**config.mk**
```make
export PLATFORM = sky130hd
export DESIGN_NAME = serial_seq_controller
export DESIGN_NICKNAME = d
export VERILOG_FILES = /design/src/rtl/serial_seq_controller.sv
export SDC_FILE = /design/constraint.sdc
export NUM_CORES = 1
export LEC_CHECK = 0
export ABC_AREA = 1
export CORE_ASPECT_RATIO = 0.9
export CORE_MARGIN = 2
export CORE_UTILIZATION = 44
export DETAILED_ROUTE_END_ITERATION = 8
export PLACE_DENSITY = 0.72
export REMOVE_ABC_BUFFERS = 1
export SKIP_CTS_REPAIR_TIMING = 1
export SYNTH_ARGS = -nofsm -noshare
export SYNTH_HDL_FRONTEND = slang
export SYNTH_SLANG_ARGS = --single-unit
```
**constraint.sdc**
```tcl
create_clock -name clock -period 1.4 [get_ports clock]
set_input_delay 0.42 -clock clock [delete_from_list [all_inputs] [get_ports clock]]
set_output_delay 0.42 -clock clock [all_outputs]
set_load 0.01 [all_outputs]
```
**src/rtl/serial_seq_controller.sv**
```systemverilog
// Drives one MSB-first bit sequence into a serial Mealy detector and counts
// the cycles in which the detector reports a hit.
module serial_seq_controller #(
  parameter int PAT_W = 8,
  parameter int CNT_W = 4
) (
  input  logic             clock,
  input  logic             reset,
  input  logic             start,
  input  logic [PAT_W-1:0] pattern,
  input  logic [CNT_W-1:0] len,
  input  logic             det_in,
  output logic             x_out,
  output logic             det_clr,
  output logic             busy,
  output logic             done,
  output logic [CNT_W-1:0] hit_count
);

  typedef enum logic [1:0] {IDLE, CLEAR, SHIFT, DONE} state_t;

  state_t             state_q, state_d;
  logic [PAT_W-1:0]   shreg_q, shreg_d;
  logic [CNT_W-1:0]   rem_q, rem_d;
  logic [CNT_W-1:0]   hit_q, hit_d;
  logic [CNT_W-1:0]   len_clamped;

  // Out-of-range lengths run the whole pattern rather than wrapping.
  assign len_clamped = (int'(len) > PAT_W) ? CNT_W'(PAT_W) : len;

  always_comb begin
    state_d = state_q;
    shreg_d = shreg_q;
    rem_d   = rem_q;
    hit_d   = hit_q;
    case (state_q)
      IDLE: begin
        if (start) begin
          shreg_d = pattern;
          rem_d   = len_clamped;
          hit_d   = '0;
          state_d = CLEAR;
        end
      end
      CLEAR: begin
        state_d = (rem_q != '0) ? SHIFT : DONE;
      end
      SHIFT: begin
        shreg_d = {shreg_q[PAT_W-2:0], 1'b0};
        rem_d   = rem_q - CNT_W'(1);
        if (det_in) hit_d = hit_q + CNT_W'(1);
        if (rem_q == CNT_W'(1)) state_d = DONE;
      end
      DONE: begin
        state_d = IDLE;
      end
      default: state_d = IDLE;
    endcase
  end

  always_ff @(posedge clock) begin
    if (reset) begin
      state_q <= IDLE;
      shreg_q <= '0;
      rem_q   <= '0;
      hit_q   <= '0;
    end else begin
      state_q <= state_d;
      shreg_q <= shreg_d;
      rem_q   <= rem_d;
      hit_q   <= hit_d;
    end
  end

  // Outputs depend only on registered state so det_in never loops back
  // combinationally into the detector.
  assign x_out     = (state_q == SHIFT) & shreg_q[PAT_W-1];
  assign det_clr   = (state_q == CLEAR);
  assign busy      = (state_q != IDLE);
  assign done      = (state_q == DONE);
  assign hit_count = hit_q;

endmodule

```
### After elaboration in Yosys (flattened, before gate mapping)

Cells that the tools add are included.

| operators by class | value |
|---|---|
| add/sub/neg operators | 2 |
| order comparisons | 1 |
| eq/ne operators | 7 |
| multiplexer cells | 12 |
| bitwise operators | 1 |
| reductions and logical operators | 7 |

Operators with widths:

| kind | number |
|---|---|
| 4-bit two-way mux | 4 |
| 4-bit one-hot mux with 2 select lines | 2 |
| 8-bit one-hot mux with 2 select lines | 1 |
| 8-bit two-way mux | 1 |
| 2-bit one-hot mux with 4 select lines | 1 |
| 2-bit inequality test, second input constant | 3 |
| 4-bit by 1-bit adder with 4-bit output, second input constant | 1 |
| 2-bit equality test, second input constant | 2 |
| 4-bit by 1-bit equality test with 1-bit output, second input constant | 1 |
| 4-bit greater-than comparator, second input constant | 1 |
| 2-bit two-way mux | 2 |
| 2-bit AND reduction | 2 |
| 2-bit nonzero test | 2 |
| 4-bit nonzero test | 1 |
| 4-bit by 1-bit subtractor with 4-bit output, second input constant | 1 |
| 3-bit AND reduction | 1 |
| 2-bit by 1-bit equality test with 1-bit output, second input constant | 1 |
| 2-bit zero test | 1 |
| 1-bit bitwise AND | 1 |
| 1-bit two-way mux | 1 |

| word-level totals | value |
|---|---|
| flip-flop bits (word level) | 18 |

### Logic depth before layout (Yosys ltp)

Gate-level depths: netlist of the first run.

| logic depth | value |
|---|---|
| word-level depth | 4 |
| gate-level depth with buffers | 10 |
| depth with buffers taken out | 10 |

### Worst setup path before layout of the first run

Ideal clock, no wire load.

| path | value |
|---|---|
| path type | reg-to-output |
| start point | register state_q[0] |
| end point | output x_out |
| arrival | 1.075 ns |
| required time | 0.980 ns |
| slack | -0.095 ns |
| cell stages (with the launch flop) | 7 |
| path buffers | 2 |
| path through | dfxtp_1 -> inv_1 -> ha_1 -> buf_6 -> buf_2 -> nand2_1 -> inv_1 |

| between the ends | value |
|---|---|
| word-level cells in the longest chain between the ends | 2 |

Ends and longest elaborated chain:

| element | RTL line | RTL |
|---|---|---|
| start, declared | 22 | `state_t state_q, state_d;` |
| start signal, assigned | 68 | `state_q <= state_d;` |
| 2-bit equality test | 77 | `assign x_out = (state_q == SHIFT) & shreg_q[PAT_W-1];` |
| 1-bit bitwise AND | 77 |  |
| end, declared | 13 | `output logic x_out,` |

Every way passes these cells.

### Worst setup path in the final report of the first run

| path | value |
|---|---|
| start point | register state_q[1] |
| end point | output done |

| between the ends | value |
|---|---|
| word-level cells in the longest chain between the ends | 1 |

Ends and longest elaborated chain:

| element | RTL line | RTL |
|---|---|---|
| 2-bit equality test | 80 | `assign done = (state_q == DONE);` |
| end, declared | 16 | `output logic done,` |

Every way passes these cells.

==> results.txt, run 1 <==
----------------------------------------------------
[Worst setup path]
  Crit path kind ... register to output pin
  Data required time of the critical path ... 980 ps
  Kind of capture point of the worst setup path ... output pin
  Critical Path AT ... 1130 ps
  Maximum fanout along the worst path ... 3
  Kind of start point of the critical path ... register

[Placement]
  Placed Instances ... 208
  Place WS ... -234 ps
  DPL Wire Length ... 1850 um
  Input/output buffers ... 23
  Weighted congestion at the end of routability-driven global placement ... 0.790

[STA]
  Highest clock rate ... 644 MHz
  Period utilization ... 111%
  Measured slew at the worst slew-check pin ... 264 ps
  Final period demand of the worst path ... approximately 1600 ps
  Slew Limit Fails ... 0
  Unrepaired setup endpoints after global routing ... yes
  Maximum clock skew at final layout ... 4.10 ps
  Slew HR ... 82.4%
  Minimum setup slack in the final design ... -153 ps
  Number of setup violations in the final report ... 4
  Number of hold-slack violations in the final timing report ... 0

[Floorplan]
  Die footprint ... a little under 0.003 mm2
  Floorplan core area ... 0.00240 mm2
  Starting density of the core ... between 40% and 50%
  Die Span Y ... 51.4 um
  Row Count ... 17
  Die Wd ... 56.7 um
  # IOs ... 24

[GRT]
  Total routing usage reported by global routing ... 17.0%
  Wire length of the first global-routing pass ... 3840 um
  Pin count of the biggest net entering global routing ... 17
  Total gr overflow ... 0
  Number of antenna violations at the first check in global routing ... 0
  Vias in the first global route ... 937

[Layout]
  Final Instance Count excl. Fillers ... 217
  Post-layout utilization of the core ... 68.5%
  Diodes inserted ... 0
  Area growth, synth to finish ... 49.8%
  Net count reported at finish ... 215
  Fraction of final layout cells sized beyond drive strength 1 ... around a third

[CTS]
  CTS Root Buffer Type ... sky130_fd_sc_hd__clkbuf_4
  Number of levels the H-tree was split into ... 1
  Clock Latency Late Sink ... 300 ps
  Clock sink count ... 18
  Reg clk slew, reported paths ... 110 ps
  TritonCTS buffer count ... 3
  TritonCTS clock tree ... done
  Max Root-Sink Buffers ... 2

[Synth]
  Top-area cell type share of the netlist area ... 32.8%
  Number of standard cells after synthesis ... between 100 and 150
  Top FF cell, synth ... sky130_fd_sc_hd__dfxtp_1
  Ys Warns ... 0
  Top post-synthesis cells by area ... sky130_fd_sc_hd__dfxtp_1 33%, sky130_fd_sc_hd__nand2_1 13%, sky130_fd_sc_hd__ha_1 10%
  Synth top cells by count ... 37 x sky130_fd_sc_hd__nand2_1, 18 x sky130_fd_sc_hd__dfxtp_1, 14 x sky130_fd_sc_hd__inv_1, 12 x sky130_fd_sc_hd__nor2_1, 9 x sky130_fd_sc_hd__ha_1
  Cell variety after synth ... 26
  Async SR Flop Fraction ... 0%
  Mean area per synthesized cell ... around 7.6 um2
  Netlist Area Pre-Place ... 0.00110 mm2
  Most repeated cell in the gate-level netlist after synthesis ... sky130_fd_sc_hd__nand2_1
  Library cell occupying the most area in the post-synthesis netlist ... sky130_fd_sc_hd__dfxtp_1
  Number of enable-type register cells in the synthesized netlist ... 0
  Flop and latch count out of synthesis ... 18
  Register area share after synthesis ... about 33%

[Outcome]
  Status ... complete, but fails checks
  Violations in the final reports ... setup timing

[Route]
  Top Layer Used ... met4
  Count of TritonRoute iterations in the first routing pass ... 4
  First DRT Iteration DRCs ... 14
  Final wirelength ... 2580 um
  Total via count in the routed design ... 1087
  Drt via density ... 5.01
  Routed wl met2 ... ~1300 um
  Count of nets left with antenna violations after detail routing ... 0
  Met3 wire length ... 88 um
  Met1 layer wirelength in the final routing ... 1110 um
  Average wire per cell in the routed design ... 11.9 um
  Remaining DRCs ... 0

[Power and ir drop]
  Leakage component of the power ... 0.785 nW
  Largest voltage drop on the vdd net ... roughly 0.0012 V
  Power per Cell Area ... 2010 mW/mm2

[Min path]
  Worst Hold Class ... register to register

[Job]
  Number of max-cap violations ... 0

----------------------------------------------------
==> layer usage <==
metal  vias to the layer above  GRT usage [%]
met4                         0           4.76
met1                       501           19.7
met2                        18           30.0
li1                        561              -
met3                         7           5.57
met5                         -              0
==> cells by family (layout without fill, tap and decap cells) <==
kind of cell    count (synthesis)  after routing  synth area share, %
compound gates                 30             30                 17.7
xor+xnor                        1              1                0.797
fa+ha+maj                       9              9                 10.3
buf+inv                        23             66                 10.9
flops                          18             18                 32.8
simple gates                   64             65                 27.6
==> worst max-delay path: stages, from the launching register on <==
cell and delay, ps:
sky130_fd_sc_hd__dfxtp_4 380, sky130_fd_sc_hd__buf_4 150, sky130_fd_sc_hd__ha_1 170, sky130_fd_sc_hd__clkbuf_2 130
==> through the flow <==
step | setup TNS, ps | hold slack [ps] | power, mW | cell area, um2
floorplan | -1830 | 438 | 1.83 | 1050
global placement | -2740 | 457 | 2.48 | 1450
detailed placement | -3370 | 463 | 2.54 | 1450
CTS | -4230 | 484 | 2.88 | 1490
global route | -680 | 507 | 3.57 | 1650
finish | -438 | 479 | 3.31 | 1650
==> area by class of cell <==
cell class                      count  area (um2)
Inverter                           18        77.6
Fill cell                         190         758
Multi-Input combinational cell    105         703
Sequential cell                    18         367
Clock buffer                        4        36.3
Timing Repair Buffer               44         427
Tap cell                           28        35.0
==> power breakdown <==
| group | switching (mW) | internal [mW] | total, mW |
|---|---|---|---|
| registers | 0.146 | 0.703 | 0.849 |
| clock network | 0.172 | 0.159 | 0.331 |
| logic | 1.11 | 1.02 | 2.13 |
| total | 1.43 | 1.88 | 3.31 |
==> placed cells by master, fill, tap and decap left out <==
cell type,n
sky130_fd_sc_hd__nand2_1,35
sky130_fd_sc_hd__buf_4,16
sky130_fd_sc_hd__dfxtp_1,15
sky130_fd_sc_hd__clkdlybuf4s50_1,15
sky130_fd_sc_hd__inv_1,12
sky130_fd_sc_hd__nor2_1,12
sky130_fd_sc_hd__a21oi_1,8
sky130_fd_sc_hd__o21ai_2,7
sky130_fd_sc_hd__a31oi_1,7
sky130_fd_sc_hd__ha_1,6
sky130_fd_sc_hd__nand3_1,5
sky130_fd_sc_hd__buf_6,5
sky130_fd_sc_hd__inv_4,4
sky130_fd_sc_hd__dlymetal6s2s_1,4
sky130_fd_sc_hd__nand2_8,3
sky130_fd_sc_hd__nand2_4,3
sky130_fd_sc_hd__nand2_2,3
sky130_fd_sc_hd__o21ai_1,3
sky130_fd_sc_hd__ha_4,3
sky130_fd_sc_hd__clkbuf_4,3
sky130_fd_sc_hd__inv_2,2
sky130_fd_sc_hd__o21ai_0,2
sky130_fd_sc_hd__dfxtp_2,2
sky130_fd_sc_hd__clkbuf_2,2
sky130_fd_sc_hd__buf_12,2
sky130_fd_sc_hd__a21boi_2,1
sky130_fd_sc_hd__nand4_1,1
sky130_fd_sc_hd__a21oi_2,1
sky130_fd_sc_hd__nor2_2,1
sky130_fd_sc_hd__nand3_2,1
sky130_fd_sc_hd__nor3_2,1
sky130_fd_sc_hd__xor2_1,1
sky130_fd_sc_hd__a22oi_1,1
sky130_fd_sc_hd__clkbuf_8,1
sky130_fd_sc_hd__dfxtp_4,1
==> registers in the layout, summed over array words and instances (netlist names) <==
signal	cells
shreg_q	8
hit_count	4
rem_q	4
state_q	2
==> path summary, 6_finish.rpt <==
check	end	slack, ps	depth (start not counted)	start
worst max register to register	hit_count[1]$_SDFFE_PP0P_	40	11	state_q[1]$_SDFFE_PP0P_
worst max-delay path	done	-150	3	state_q[1]$_SDFFE_PP0P_
worst min register to register	shreg_q[0]$_SDFFE_PP0P_	480	2	shreg_q[0]$_SDFFE_PP0P_
worst min-delay path	shreg_q[0]$_SDFFE_PP0P_	480	2	shreg_q[0]$_SDFFE_PP0P_
(Power assumes the default switching activity.)
==> inputs of run 2 (changes only) <==
Settings changed: CTS_BUF_LIST from default to sky130_fd_sc_hd__clkbuf_4 sky130_fd_sc_hd__clkbuf_8 sky130_fd_sc_hd__clkbuf_16.
==> results of run 2 <==
The final DEF is identical to that of run 1; final timing and power are the same.
